==> config.mk <==
export PLATFORM = sky130hd
export DESIGN_NAME = ps2_kbd_rx_flat
export DESIGN_NICKNAME = d
export VERILOG_FILES = /design/src/rtl/ps2_pkg.sv /design/src/rtl/ps2_kbd_rx_if.sv /design/src/rtl/ps2_fifo.sv /design/src/rtl/ps2_kbd_rx.sv /design/src/flat_wrapper.sv
export SDC_FILE = /design/constraint.sdc
export NUM_CORES = 1
export LEC_CHECK = 0
export ABC_AREA = 1
export BUFFER_PORTS_ARGS = -buffer_cell sky130_fd_sc_hd__clkbuf_2
export CORE_ASPECT_RATIO = 0.6
export CORE_MARGIN = 3
export CORE_UTILIZATION = 55
export DETAILED_ROUTE_END_ITERATION = 8
export GPL_TIMING_DRIVEN = 0
export PLACE_DENSITY = 0.74
export SYNTH_ARGS = -nofsm -noshare
export SYNTH_HDL_FRONTEND = slang
export SYNTH_SLANG_ARGS = --single-unit
export TNS_END_PERCENT = 1
==> constraint.sdc <==
create_clock -name clk -period 2.3 [get_ports clk]
set_input_delay 0.23 -clock clk [delete_from_list [all_inputs] [get_ports clk]]
set_output_delay 0.23 -clock clk [all_outputs]
set_load 0.02 [all_outputs]
==> src/rtl/ps2_pkg.sv <==
// ps2_pkg: shared constants and receive-FSM state type for the PS/2 keyboard receiver.
package ps2_pkg;

    localparam int unsigned PS2_FRAME_BITS = 11;
    localparam int unsigned PS2_DATA_W     = 8;
    localparam logic [7:0]  PS2_BREAK_CODE = 8'hF0;
    localparam logic [7:0]  PS2_EXT_CODE   = 8'hE0;

    typedef enum logic {
        ST_IDLE = 1'b0,
        ST_RECV = 1'b1
    } rx_state_e;

endpackage

==> src/rtl/ps2_kbd_rx_if.sv <==
// ps2_kbd_rx_if: valid/ready read port of the scan-code FIFO.
//   rd_valid : FIFO non-empty (driven by master)
//   rd_ready : consumer accepts rd_data this cycle (driven by slave)
//   rd_data  : FIFO head byte (driven by master)
interface ps2_kbd_rx_if;
    import ps2_pkg::*;

    logic                  rd_valid;
    logic                  rd_ready;
    logic [PS2_DATA_W-1:0] rd_data;

    modport master (output rd_valid, output rd_data, input rd_ready);
    modport slave  (input rd_valid, input rd_data, output rd_ready);

endinterface

==> src/rtl/ps2_fifo.sv <==
// ps2_fifo: synchronous FIFO with combinational head.
//   i_push/i_wr_data : write; ignored when full unless a pop happens in the same cycle
//   i_pop            : read; ignored when empty
//   o_rd_data_c      : head entry, or the last popped entry while empty
//   o_full_c/o_empty_c/o_count : occupancy
module ps2_fifo #(
    parameter int unsigned DEPTH = 8,
    parameter int unsigned WIDTH = 8
) (
    input  logic                     clk,
    input  logic                     rst,
    input  logic                     i_push,
    input  logic                     i_pop,
    input  logic [WIDTH-1:0]         i_wr_data,
    output logic [WIDTH-1:0]         o_rd_data_c,
    output logic                     o_full_c,
    output logic                     o_empty_c,
    output logic [$clog2(DEPTH):0]   o_count
);

    localparam int unsigned AW = $clog2(DEPTH);
    localparam int unsigned CW = AW + 1;

    logic [WIDTH-1:0] r_mem [DEPTH];
    logic [AW-1:0]    r_wr_ptr;
    logic [AW-1:0]    r_rd_ptr;
    logic [CW-1:0]    r_count;
    logic [WIDTH-1:0] r_last;
    logic             w_pop;
    logic             w_push;

    assign o_empty_c = (r_count == '0);
    assign o_full_c  = (r_count == CW'(DEPTH));
    assign w_pop     = i_pop & ~o_empty_c;
    // A full FIFO still accepts a write when the head leaves in the same cycle
    assign w_push    = i_push & (~o_full_c | w_pop);
    assign o_count   = r_count;
    assign o_rd_data_c = o_empty_c ? r_last : r_mem[r_rd_ptr];

    // Storage array, no reset needed: never read before written
    always_ff @(posedge clk) begin
        if (w_push) begin
            r_mem[r_wr_ptr] <= i_wr_data;
        end
    end

    // Pointers, occupancy and last-read holder
    always_ff @(posedge clk or posedge rst) begin
        if (rst) begin
            r_wr_ptr <= '0;
            r_rd_ptr <= '0;
            r_count  <= '0;
            r_last   <= '0;
        end else begin
            if (w_push) begin
                r_wr_ptr <= r_wr_ptr + AW'(1);
            end
            if (w_pop) begin
                r_rd_ptr <= r_rd_ptr + AW'(1);
                r_last   <= r_mem[r_rd_ptr];
            end
            case ({w_push, w_pop})
                2'b10:   r_count <= r_count + CW'(1);
                2'b01:   r_count <= r_count - CW'(1);
                default: r_count <= r_count;
            endcase
        end
    end

endmodule

==> src/rtl/ps2_kbd_rx.sv <==
// ps2_kbd_rx: PS/2 keyboard frame receiver feeding a scan-code FIFO and a nibble display latch.
//   clk, rst           : system clock, async active-high reset
//   ps2_clk, ps2_data  : raw PS/2 pins (asynchronous)
//   rd                 : FIFO read port (valid/ready), master side
//   code_lo/code_hi    : last good scan code nibbles; code_seen once any good code arrived
//   frame_err          : 1-cycle pulse on bad start/parity/stop or inter-bit timeout
//   overflow           : sticky, a good byte was dropped on a full FIFO
// Optional: define PS2_BREAK_FILTER_EN to drop F0 and the byte following it.
module ps2_kbd_rx
    import ps2_pkg::*;
#(
    parameter int unsigned FIFO_DEPTH  = 8,
    parameter int unsigned SYNC_STAGES = 3,
    parameter int unsigned TIMEOUT_CYC = 20000
) (
    input  logic         clk,
    input  logic         rst,
    input  logic         ps2_clk,
    input  logic         ps2_data,
    ps2_kbd_rx_if.master rd,
    output logic [3:0]   code_lo,
    output logic [3:0]   code_hi,
    output logic         code_seen,
    output logic         frame_err,
    output logic         overflow
);

    localparam int unsigned CW = $clog2(FIFO_DEPTH) + 1;
    localparam int unsigned TW = $clog2(TIMEOUT_CYC);
    localparam int unsigned BW = $clog2(PS2_FRAME_BITS);
    localparam int unsigned FB = PS2_FRAME_BITS;

    logic [SYNC_STAGES-1:0] r_clk_sync;
    logic [SYNC_STAGES-1:0] r_dat_sync;
    logic                   r_clk_prev;
    logic                   w_clk_s;
    logic                   w_dat_s;
    logic                   w_fall;

    rx_state_e              r_state;
    rx_state_e              w_state_nxt;
    logic [BW-1:0]          r_bit_cnt;
    logic [BW-1:0]          w_bit_cnt_nxt;
    logic [FB-2:0]          r_shift;
    logic [FB-2:0]          w_shift_nxt;
    logic [FB-1:0]          w_frame;
    logic [TW-1:0]          r_timer;
    logic [TW-1:0]          w_timer_nxt;
    logic                   w_good_nxt;
    logic                   w_err_nxt;
    logic                   r_good;
    logic                   r_err;

    logic [PS2_DATA_W-1:0]  w_byte;
    logic [PS2_DATA_W-1:0]  r_code;
    logic                   r_seen;
    logic                   r_ovf;
    logic                   w_accept;
    logic                   w_pop;
    logic                   w_drop;
    logic                   w_full;
    logic                   w_empty;
    logic [CW-1:0]          w_count;
    logic [PS2_DATA_W-1:0]  w_rd_data;

    // Pin synchronisers, reset to the PS/2 idle level so reset never fakes an edge
    always_ff @(posedge clk or posedge rst) begin
        if (rst) begin
            r_clk_sync <= '1;
            r_dat_sync <= '1;
            r_clk_prev <= 1'b1;
        end else begin
            r_clk_sync <= {r_clk_sync[SYNC_STAGES-2:0], ps2_clk};
            r_dat_sync <= {r_dat_sync[SYNC_STAGES-2:0], ps2_data};
            r_clk_prev <= w_clk_s;
        end
    end

    assign w_clk_s = r_clk_sync[SYNC_STAGES-1];
    assign w_dat_s = r_dat_sync[SYNC_STAGES-1];
    assign w_fall  = r_clk_prev & ~w_clk_s;

    // Incoming bit joins the top; after the stop bit r_shift = {stop, parity, data}
    assign w_frame = {w_dat_s, r_shift};
    assign w_byte  = r_shift[PS2_DATA_W-1:0];

    // Receive FSM state and datapath registers
    always_ff @(posedge clk or posedge rst) begin
        if (rst) begin
            r_state   <= ST_IDLE;
            r_bit_cnt <= '0;
            r_shift   <= '0;
            r_timer   <= '0;
            r_good    <= 1'b0;
            r_err     <= 1'b0;
        end else begin
            r_state   <= w_state_nxt;
            r_bit_cnt <= w_bit_cnt_nxt;
            r_shift   <= w_shift_nxt;
            r_timer   <= w_timer_nxt;
            r_good    <= w_good_nxt;
            r_err     <= w_err_nxt;
        end
    end

    // Receive FSM next state: bit capture, frame check and inter-bit timeout
    always_comb begin
        w_state_nxt   = r_state;
        w_bit_cnt_nxt = r_bit_cnt;
        w_shift_nxt   = r_shift;
        w_timer_nxt   = '0;
        w_good_nxt    = 1'b0;
        w_err_nxt     = 1'b0;
        case (r_state)
            ST_IDLE: begin
                if (w_fall) begin
                    w_state_nxt   = ST_RECV;
                    w_bit_cnt_nxt = BW'(1);
                    w_shift_nxt   = w_frame[FB-1:1];
                end
            end
            ST_RECV: begin
                if (w_fall) begin
                    w_shift_nxt = w_frame[FB-1:1];
                    if (r_bit_cnt == BW'(FB - 1)) begin
                        w_state_nxt   = ST_IDLE;
                        w_bit_cnt_nxt = '0;
                        // start low, stop high, odd parity over data+parity
                        if (!w_frame[0] && w_frame[FB-1] && (^w_frame[FB-2:1])) begin
                            w_good_nxt = 1'b1;
                        end else begin
                            w_err_nxt = 1'b1;
                        end
                    end else begin
                        w_bit_cnt_nxt = r_bit_cnt + BW'(1);
                    end
                end else if (r_timer == TW'(TIMEOUT_CYC - 1)) begin
                    w_state_nxt   = ST_IDLE;
                    w_bit_cnt_nxt = '0;
                    w_err_nxt     = 1'b1;
                end else begin
                    w_timer_nxt = r_timer + TW'(1);
                end
            end
            default: begin
                w_state_nxt   = ST_IDLE;
                w_bit_cnt_nxt = '0;
            end
        endcase
    end

`ifdef PS2_BREAK_FILTER_EN
    logic r_skip;

    // Break prefix arms a one-shot skip so the released-key code is swallowed too
    always_ff @(posedge clk or posedge rst) begin
        if (rst) begin
            r_skip <= 1'b0;
        end else if (r_err) begin
            r_skip <= 1'b0;
        end else if (r_good) begin
            r_skip <= ~r_skip & (w_byte == PS2_BREAK_CODE);
        end
    end

    assign w_accept = r_good & ~r_skip & (w_byte != PS2_BREAK_CODE);
`else
    assign w_accept = r_good;
`endif

    assign w_pop  = rd.rd_ready & ~w_empty;
    assign w_drop = w_accept & w_full & ~w_pop;

    // Display latch and sticky overflow; display updates even when the byte is dropped
    always_ff @(posedge clk or posedge rst) begin
        if (rst) begin
            r_code <= '0;
            r_seen <= 1'b0;
            r_ovf  <= 1'b0;
        end else begin
            if (w_accept) begin
                r_code <= w_byte;
                r_seen <= 1'b1;
            end
            if (w_drop) begin
                r_ovf <= 1'b1;
            end
        end
    end

    ps2_fifo #(
        .DEPTH (FIFO_DEPTH),
        .WIDTH (PS2_DATA_W)
    ) u_fifo (
        .clk         (clk),
        .rst         (rst),
        .i_push      (w_accept),
        .i_pop       (w_pop),
        .i_wr_data   (w_byte),
        .o_rd_data_c (w_rd_data),
        .o_full_c    (w_full),
        .o_empty_c   (w_empty),
        .o_count     (w_count)
    );

    assign rd.rd_valid = (w_count != '0);
    assign rd.rd_data  = w_rd_data;
    assign code_lo     = r_code[3:0];
    assign code_hi     = r_code[7:4];
    assign code_seen   = r_seen;
    assign frame_err   = r_err;
    assign overflow    = r_ovf;

endmodule

==> src/flat_wrapper.sv <==
// flat-port wrapper written by rule: the top's interface ports become plain ports
module ps2_kbd_rx_flat import ps2_pkg::*;
#(
    parameter int unsigned FIFO_DEPTH  = 8,
    parameter int unsigned SYNC_STAGES = 3,
    parameter int unsigned TIMEOUT_CYC = 20000
)
  (clk, rst, ps2_clk, ps2_data, code_lo, code_hi, code_seen, frame_err, overflow, rd_rd_valid, rd_rd_data, rd_rd_ready);
  ps2_kbd_rx_if rd_i ();
  input  logic clk;
  input  logic rst;
  input  logic ps2_clk;
  input  logic ps2_data;
  output logic [3:0] code_lo;
  output logic [3:0] code_hi;
  output logic code_seen;
  output logic frame_err;
  output logic overflow;
  output wire logic [$bits(rd_i.rd_valid)-1:0] rd_rd_valid;
  output wire logic [$bits(rd_i.rd_data)-1:0] rd_rd_data;
  input wire logic [$bits(rd_i.rd_ready)-1:0] rd_rd_ready;
  assign rd_rd_valid = rd_i.rd_valid;
  assign rd_rd_data = rd_i.rd_data;
  assign rd_i.rd_ready = rd_rd_ready;
  ps2_kbd_rx #(.FIFO_DEPTH(FIFO_DEPTH), .SYNC_STAGES(SYNC_STAGES), .TIMEOUT_CYC(TIMEOUT_CYC)) u_core (.clk(clk), .rst(rst), .ps2_clk(ps2_clk), .ps2_data(ps2_data), .rd(rd_i), .code_lo(code_lo), .code_hi(code_hi), .code_seen(code_seen), .frame_err(frame_err), .overflow(overflow));
endmodule
Yosys cells after proc, flatten, opt, wreduce, memory -nomap -nowiden
Memories as Yosys holds them, arrays and structs flattened.
Index checks and enable logic that the tools add are counted.
{"block": "totals", "reg_bits": 67, "mem_bits_rw": 64, "in_bits": 5, "output_inout_bits": 20, "wordCells": 77, "n_memories": 1}
{"memory": "u_core.u_fifo.r_mem", "words": 8, "word_bits": 8, "rd": 1, "rd_clocked_by_memory_dff": 0, "wr": 1, "line_no": "ps2_fifo.sv:24", "rtl": "logic [WIDTH-1:0] r_mem [DEPTH];"}
{"block": "classes", "addsub": 6, "n_eq_ne": 7, "n_mux": 27, "bitwise": 12, "n_reduce_logical": 8}
{"operator": "$mux 15", "n": 3}
{"operator": "$mux 4", "n": 4}
{"operator": "$pmux 4 s2", "n": 2}
{"operator": "$add 15x1->15 const B", "n": 1}
{"operator": "$eq 15x15->1 const B", "n": 1}
{"operator": "$mux 1", "n": 15}
{"operator": "$mux 10", "n": 1}
{"operator": "$reduce_xor 9->1", "n": 1}
{"operator": "$add 4x1->4 const B", "n": 2}
{"operator": "$eq 4x4->1 const B", "n": 2}
{"operator": "$mux 8", "n": 1}
{"operator": "$add 3x1->3 const B", "n": 2}
{"operator": "$and 1x1->1", "n": 6}
{"operator": "$not 1->1", "n": 5}
{"operator": "$logic_not 4->1", "n": 1}
{"operator": "$reduce_bool 4->1", "n": 1}
{"operator": "$sub 4x1->4 const B", "n": 1}
{"operator": "$ne 3x2->1 const B", "n": 1}
{"operator": "$eq 2x1->1 const B", "n": 1}
{"operator": "$eq 2x2->1 const B", "n": 1}
{"operator": "$logic_and 1x1->1", "n": 2}
{"operator": "$ne 2x1->1 const B", "n": 1}
{"operator": "$pmux 1 s2", "n": 1}
{"operator": "$reduce_and 2->1", "n": 1}
{"operator": "other kinds (3)", "n": 3}

Depth between registers and ports, before layout
{"block": "logic_depth", "word_depth": 8, "depth_mapped": 16, "depth_no_buf": 16}

By module
From an unflattened synthesis, not the netlist that was laid out.
{"block": "hier_totals", "hier_cells": 606, "area_unflattened_um2": 5873.1}
{"module": "ps2_fifo", "instances": 1, "cells_each": 352, "area_each_um2": 3627.2, "seq_area_each_um2": 2372.3}
{"module": "ps2_kbd_rx", "instances": 1, "cells_each": 254, "area_each_um2": 2245.9, "seq_area_each_um2": 1234.9}

Least setup slack after synthesis
No wires, ideal clock.
{"block": "synth_path", "kind": "reg2reg", "from": "register u_core.u_fifo.r_count[0], in the netlist u_core.u_fifo.o_count[0]", "to": "register u_core.u_fifo.r_count[2], in the netlist u_core.u_fifo.o_count[2]", "setup_time_ps": 113, "arrival_time_ps": 1616, "required_time_ps": 2187, "slack_ps": 572, "stages_incl_launch_ff": 16, "n_path_buf": 0, "synth_period_minus_slack_ps": 1728, "cell_sequence": "dfrtp_1 -> nor2_4 -> nand3_2 -> nand2_2 -> nor2_1 -> inv_2 -> nand2_1 -> nand2_1 -> inv_1 -> ha_1 -> inv_1 -> nand3_1 -> nand2_1 -> nand2_1 -> nand2_1 -> inv_1"}
{"block": "synth_via", "elab_chain_len": 8, "word_cells_on_any_way": 14, "classes_between": "2 x add/sub; 3 x eq/ne; 1 x mux; 6 x bitwise; 2 x reduce/logical"}
{"item": "from (decl)", "line_no": "ps2_fifo.sv:27", "rtl": "logic [CW-1:0] r_count;"}
{"item": "from (signal assigned)", "line_no": "ps2_fifo.sv:63", "rtl": "2'b10: r_count <= r_count + CW'(1);"}
{"item": "from (signal assigned)", "line_no": "ps2_fifo.sv:64", "rtl": "2'b01: r_count <= r_count - CW'(1);"}
{"item": "from (signal assigned)", "line_no": "ps2_fifo.sv:65", "rtl": "default: r_count <= r_count;"}
{"item": "$logic_not 4->1", "line_no": "ps2_fifo.sv:32", "rtl": "assign o_empty_c = (r_count == '0);"}
{"item": "$not 1->1", "line_no": "ps2_fifo.sv:34, ps2_kbd_rx.sv:171"}
{"item": "$and 1x1->1", "line_no": "ps2_kbd_rx.sv:171", "rtl": "assign w_pop = rd.rd_ready & ~w_empty;"}
{"item": "$and 1x1->1", "line_no": "ps2_fifo.sv:34", "rtl": "assign w_pop = i_pop & ~o_empty_c;"}
{"item": "$or 1x1->1", "line_no": "ps2_fifo.sv:36", "rtl": "assign w_push = i_push & (~o_full_c | w_pop);"}
{"item": "$and 1x1->1", "line_no": "ps2_fifo.sv:36"}
{"item": "$eq 2x1->1 / $eq 2x2->1 (equally long branches)", "line_no": "ps2_fifo.sv:62", "rtl": "case ({w_push, w_pop})"}
{"item": "$pmux 4 s2 / $reduce_bool 2->1 (equally long branches)"}
Several ways; a longest one is shown, not always the timed one.
A chain may end at the register's enable or synchronous reset.

Final worst setup path
{"block": "layout_path", "from": "register u_core.u_fifo.r_rd_ptr[0]", "to": "output port rd_rd_data[2]"}
{"block": "layout_via", "elab_chain_len": 2}
{"item": "from (decl)", "line_no": "ps2_fifo.sv:26", "rtl": "logic [AW-1:0] r_rd_ptr;"}
{"item": "from (signal assigned)", "line_no": "ps2_fifo.sv:59", "rtl": "r_rd_ptr <= r_rd_ptr + AW'(1);"}
{"item": "$mem_v2 8x8"}
{"item": "$mux 8", "line_no": "ps2_fifo.sv:38", "rtl": "assign o_rd_data_c = o_empty_c ? r_last : r_mem[r_rd_ptr];"}
{"item": "to (decl)", "line_no": "flat_wrapper.sv:20", "rtl": "output wire logic [$bits(rd_i.rd_data)-1:0] rd_rd_data;"}
No other way between the ends.

==> summary.md <==
| Metric | Value |
|---|---|
| Mapped Avg Cell Area | 10.1 um2 |
| Max-slew headroom | 41.9% |
| Initial antenna violation count | 0 |
| Final hold slack | 0.200 ns |
| CTS clk-pin slew, worst paths | 0.06 ns |
| Total GRT Usage | 23.0% |
| DRT Pass-1 Iters | 5 |
| Critical path depth in cells | 7 |
| Status | completed |
| Antenna diode count | 0 |
| CP dominant cell by count | o21ai_1 |
| Peak supply drop | ~0.00072 V |
| IO Count | 25 |
| Largest net degree at the start of global routing | 68 |
| WL final | 12.1 mm |
| Final nets | 619 |
| Delay-heaviest family, CP | buffers and inverters |
| DP HPWL | 8.25 mm |
| Sequential Area | approximately 3600 um2 |
| Crit path DAT | 1.97 ns |
| Final worst path period need | around 2.2 ns |
| Critical path class | flip-flop to output port |
| Num Clock Sinks | 131 |
| Max FO, Critical Path | 10 |
| Netlist Area Pre-Place | 5650 um2 |
| R2R cell count | 5 |
| Tcrit/Tclk final | 95.6% |
| Pleak | 2.77 nW |
| Post-route ant nets | 0 |
| Max Clock Freq | 0.455 GHz |
| Drt initial violations | ~380 |
| Largest stage delay on the critical path | 0.47 ns |
| Area growth syn-to-layout | 17.1% |
| Placer Congestion | 0.876 |
| Crit end category | output port |
| Max Clock Skew | 0.00705 ns |
| Routed vias | 4081 |
| H-tree levels | 4 |
| Buffers on Ports | 24 |
| First-pass GRT wire length | 20.1 mm |
| Fillers | 695 |
| Die Ht | about 85 um |
| CP max stage cell | dfrtp_2 |
| Share of cells above drive strength 1 | 16.3% |
| Final hold violation count | 0 |
| CP startpoint kind | flip-flop |
| Seq cells post-synth | 131 |
| CTS tree | built |
| Syn. warnings | 0 |
| Mapped Nets | roughly 570 |
| DRC Markers | 0 |
| Crit path buffers/inverters | 3 |
| Core area | 9590 um2 |
| Maximum capacitance violations | 0 |
| Worst path cell trace | inv_2 > clkbuf_4 > nor2_1 > o211ai_1 > o21ai_1 > o21ai_1 > clkbuf_2 |
| Initial Utilization | 58.9% |
| Total gr overflow | 0 |
| Hold depth | 4 |
| Most frequent cells in the layout | nand2_1 (126), nor2_1 (81), edfxtp_1 (64), dfrtp_1 (58), o21ai_1 (45) |
| Vias in the first global route | 4026 |
| Final setup viols | 0 |
| Unique masters post-synth | 34 |
| Commonest non-fill, non-tap cell in the layout | nand2_1 |
| Drt wl/cell | 16.2 um |
| Inserted Clock Buffers | 17 |
| Die span in x | about 140 um |
| Slew Viols, Final | 0 |
| CTS Buffer Depth | 2 |
| Worst slew pin tran | 0.868 ns |
| # rows | 27 |
| PwrDens | 1200 nW/um2 |
| Setup TNS | 0 ns |
| Sequential area share after synthesis | 63.8% |
| Min-Delay Path Class | input port to flip-flop |
| Mapped Cells | 562 |
| Area occupied by multi-input gates | 1780 um2 |
| Via density | 5.43 |
| DIE AREA | roughly 12000 um2 |
| Clock latency on the worst-skew pair | 0.41 ns |
| Root Buffer | clkbuf_16 |
| Crit path required time | 2.07 ns |
[worst reg2reg max path: stages (launching register included)]
cell and delay (ns):
dfrtp_1 0.48, nor2_4 0.08, nand3_1 0.10, nand2_1 0.10, or2_2 0.34, nor2_1 0.62
[final timing paths]
path / endpoint / startpoint / slack [ns]
setup / recovery: rd_rd_data[2] / u_core.u_fifo.r_rd_ptr[0]$_DFFE_PP0N_ / 0.10
hold / removal: u_core.overflow$_DFFE_PP0P_ / rd_rd_ready / 0.20
setup reg to reg: u_core.u_fifo.r_mem[2][2]$_DFFE_PP_ / u_core.u_fifo.o_count[0]$_DFFE_PP0P_ / 0.20
hold reg to reg: u_core.r_clk_sync[1]$_DFF_PP1_ / u_core.r_clk_sync[0]$_DFF_PP1_ / 0.36
max in group asynchronous: u_core.u_fifo.r_rd_ptr[1]$_DFFE_PP0N_ / rst / 1.18
min in group asynchronous: u_core.r_bit_cnt[0]$_DFFE_PP0P_ / rst / 0.53
[layer usage]
layer,track usage (%),routed length (um)
met5,0,0
met4,7.52,238
met3,7.01,876
met2,33.2,5360
met1,33.7,5670
[cell type report]
| cell class | instances | share of cell area (%) |
|---|---|---|
| timing repair buffer | 27 | 2.27 |
| buffer | 21 | 1.89 |
| multi-input combinational | 370 | 26.9 |
| clock inverter | 13 | 2.74 |
| sequential | 131 | 54.5 |
| inverter | 40 | 2.36 |
| tap | 130 | 2.46 |
| clock buffer | 19 | 6.86 |
[flip-flops by register name, indices dropped and copies added, names as in the netlist, 3 cells and up]
register,count
u_core.u_fifo.r_mem,64
u_core.r_timer,15
u_core.r_shift,10
u_core.r_code,8
u_core.u_fifo.r_last,8
u_core.r_bit_cnt,4
u_core.u_fifo.o_count,4
u_core.r_clk_sync,3
u_core.r_dat_sync,3
u_core.u_fifo.r_rd_ptr,3
u_core.u_fifo.r_wr_ptr,3
[synth_stat cells (all sizes together)]
master,number,area (um2)
nor2,87,359
inv,40,150
dfrtp,60,1500
xnor2,4,35.0
nor3,4,25.0
nand2,130,503
o21a,1,7.51
or2,2,12.5
nor3b,2,15.0
o211ai,9,67.6
buf,16,96.3
o21bai,1,7.51
and3,1,6.26
dfstp,7,184
xor2,10,87.6
a21oi,8,40.0
clkbuf,5,21.3
ha,6,75.1
edfxtp,64,1920
nand4,2,12.5
nand3,22,115
o21ai,81,409
[kinds of logic (layout without fill, tap and decap cells)]
logic type                 after synthesis  count (layout)  synth area share [%]
adders and majority gates                6               6                  1.33
buffers and inverters                   61             120                  4.74
DFF                                    131             131                  63.8
xor gates and xnor gates                14              14                  2.17
and+or+nand+nor                        250             250                  18.5
AOI/OAI and AO/OA                      100             100                  9.41
[per-stage QoR]
stage	total power [mW]	worst slack, ns	std cells	cell area (um2)	util (%)
2_1_floorplan	4.45	0.398	562	5650	-
3_3_place_gp	5.00	-0.423	716	5940	61.9
3_5_place_dp	5.10	0.128	716	5940	61.9
4_1_cts	7.97	0.0134	751	6600	68.8
5_1_grt	8.40	-0.00694	751	6620	69.0
6_report	7.98	0.101	751	6620	69.0
[where the power goes]
part | switching (mW) | leakage (nW) | total [mW] | internal [mW]
Combinational | 1.36 | 1.03 | 2.08 | 0.715
Sequential | 0.311 | 1.44 | 3.05 | 2.74
Clock | 0.975 | 0.297 | 2.85 | 1.87
Total | 2.65 | 2.77 | 7.98 | 5.33
[repair_timing]
action	CTS	global route
resized for setup	0	10
endpoints found under the setup margin	0	16
hold endpoints to repair	11	0
setup buffers	0	0
hold buffers	3	0
No activity file was read; power rests on OpenSTA's default activity.
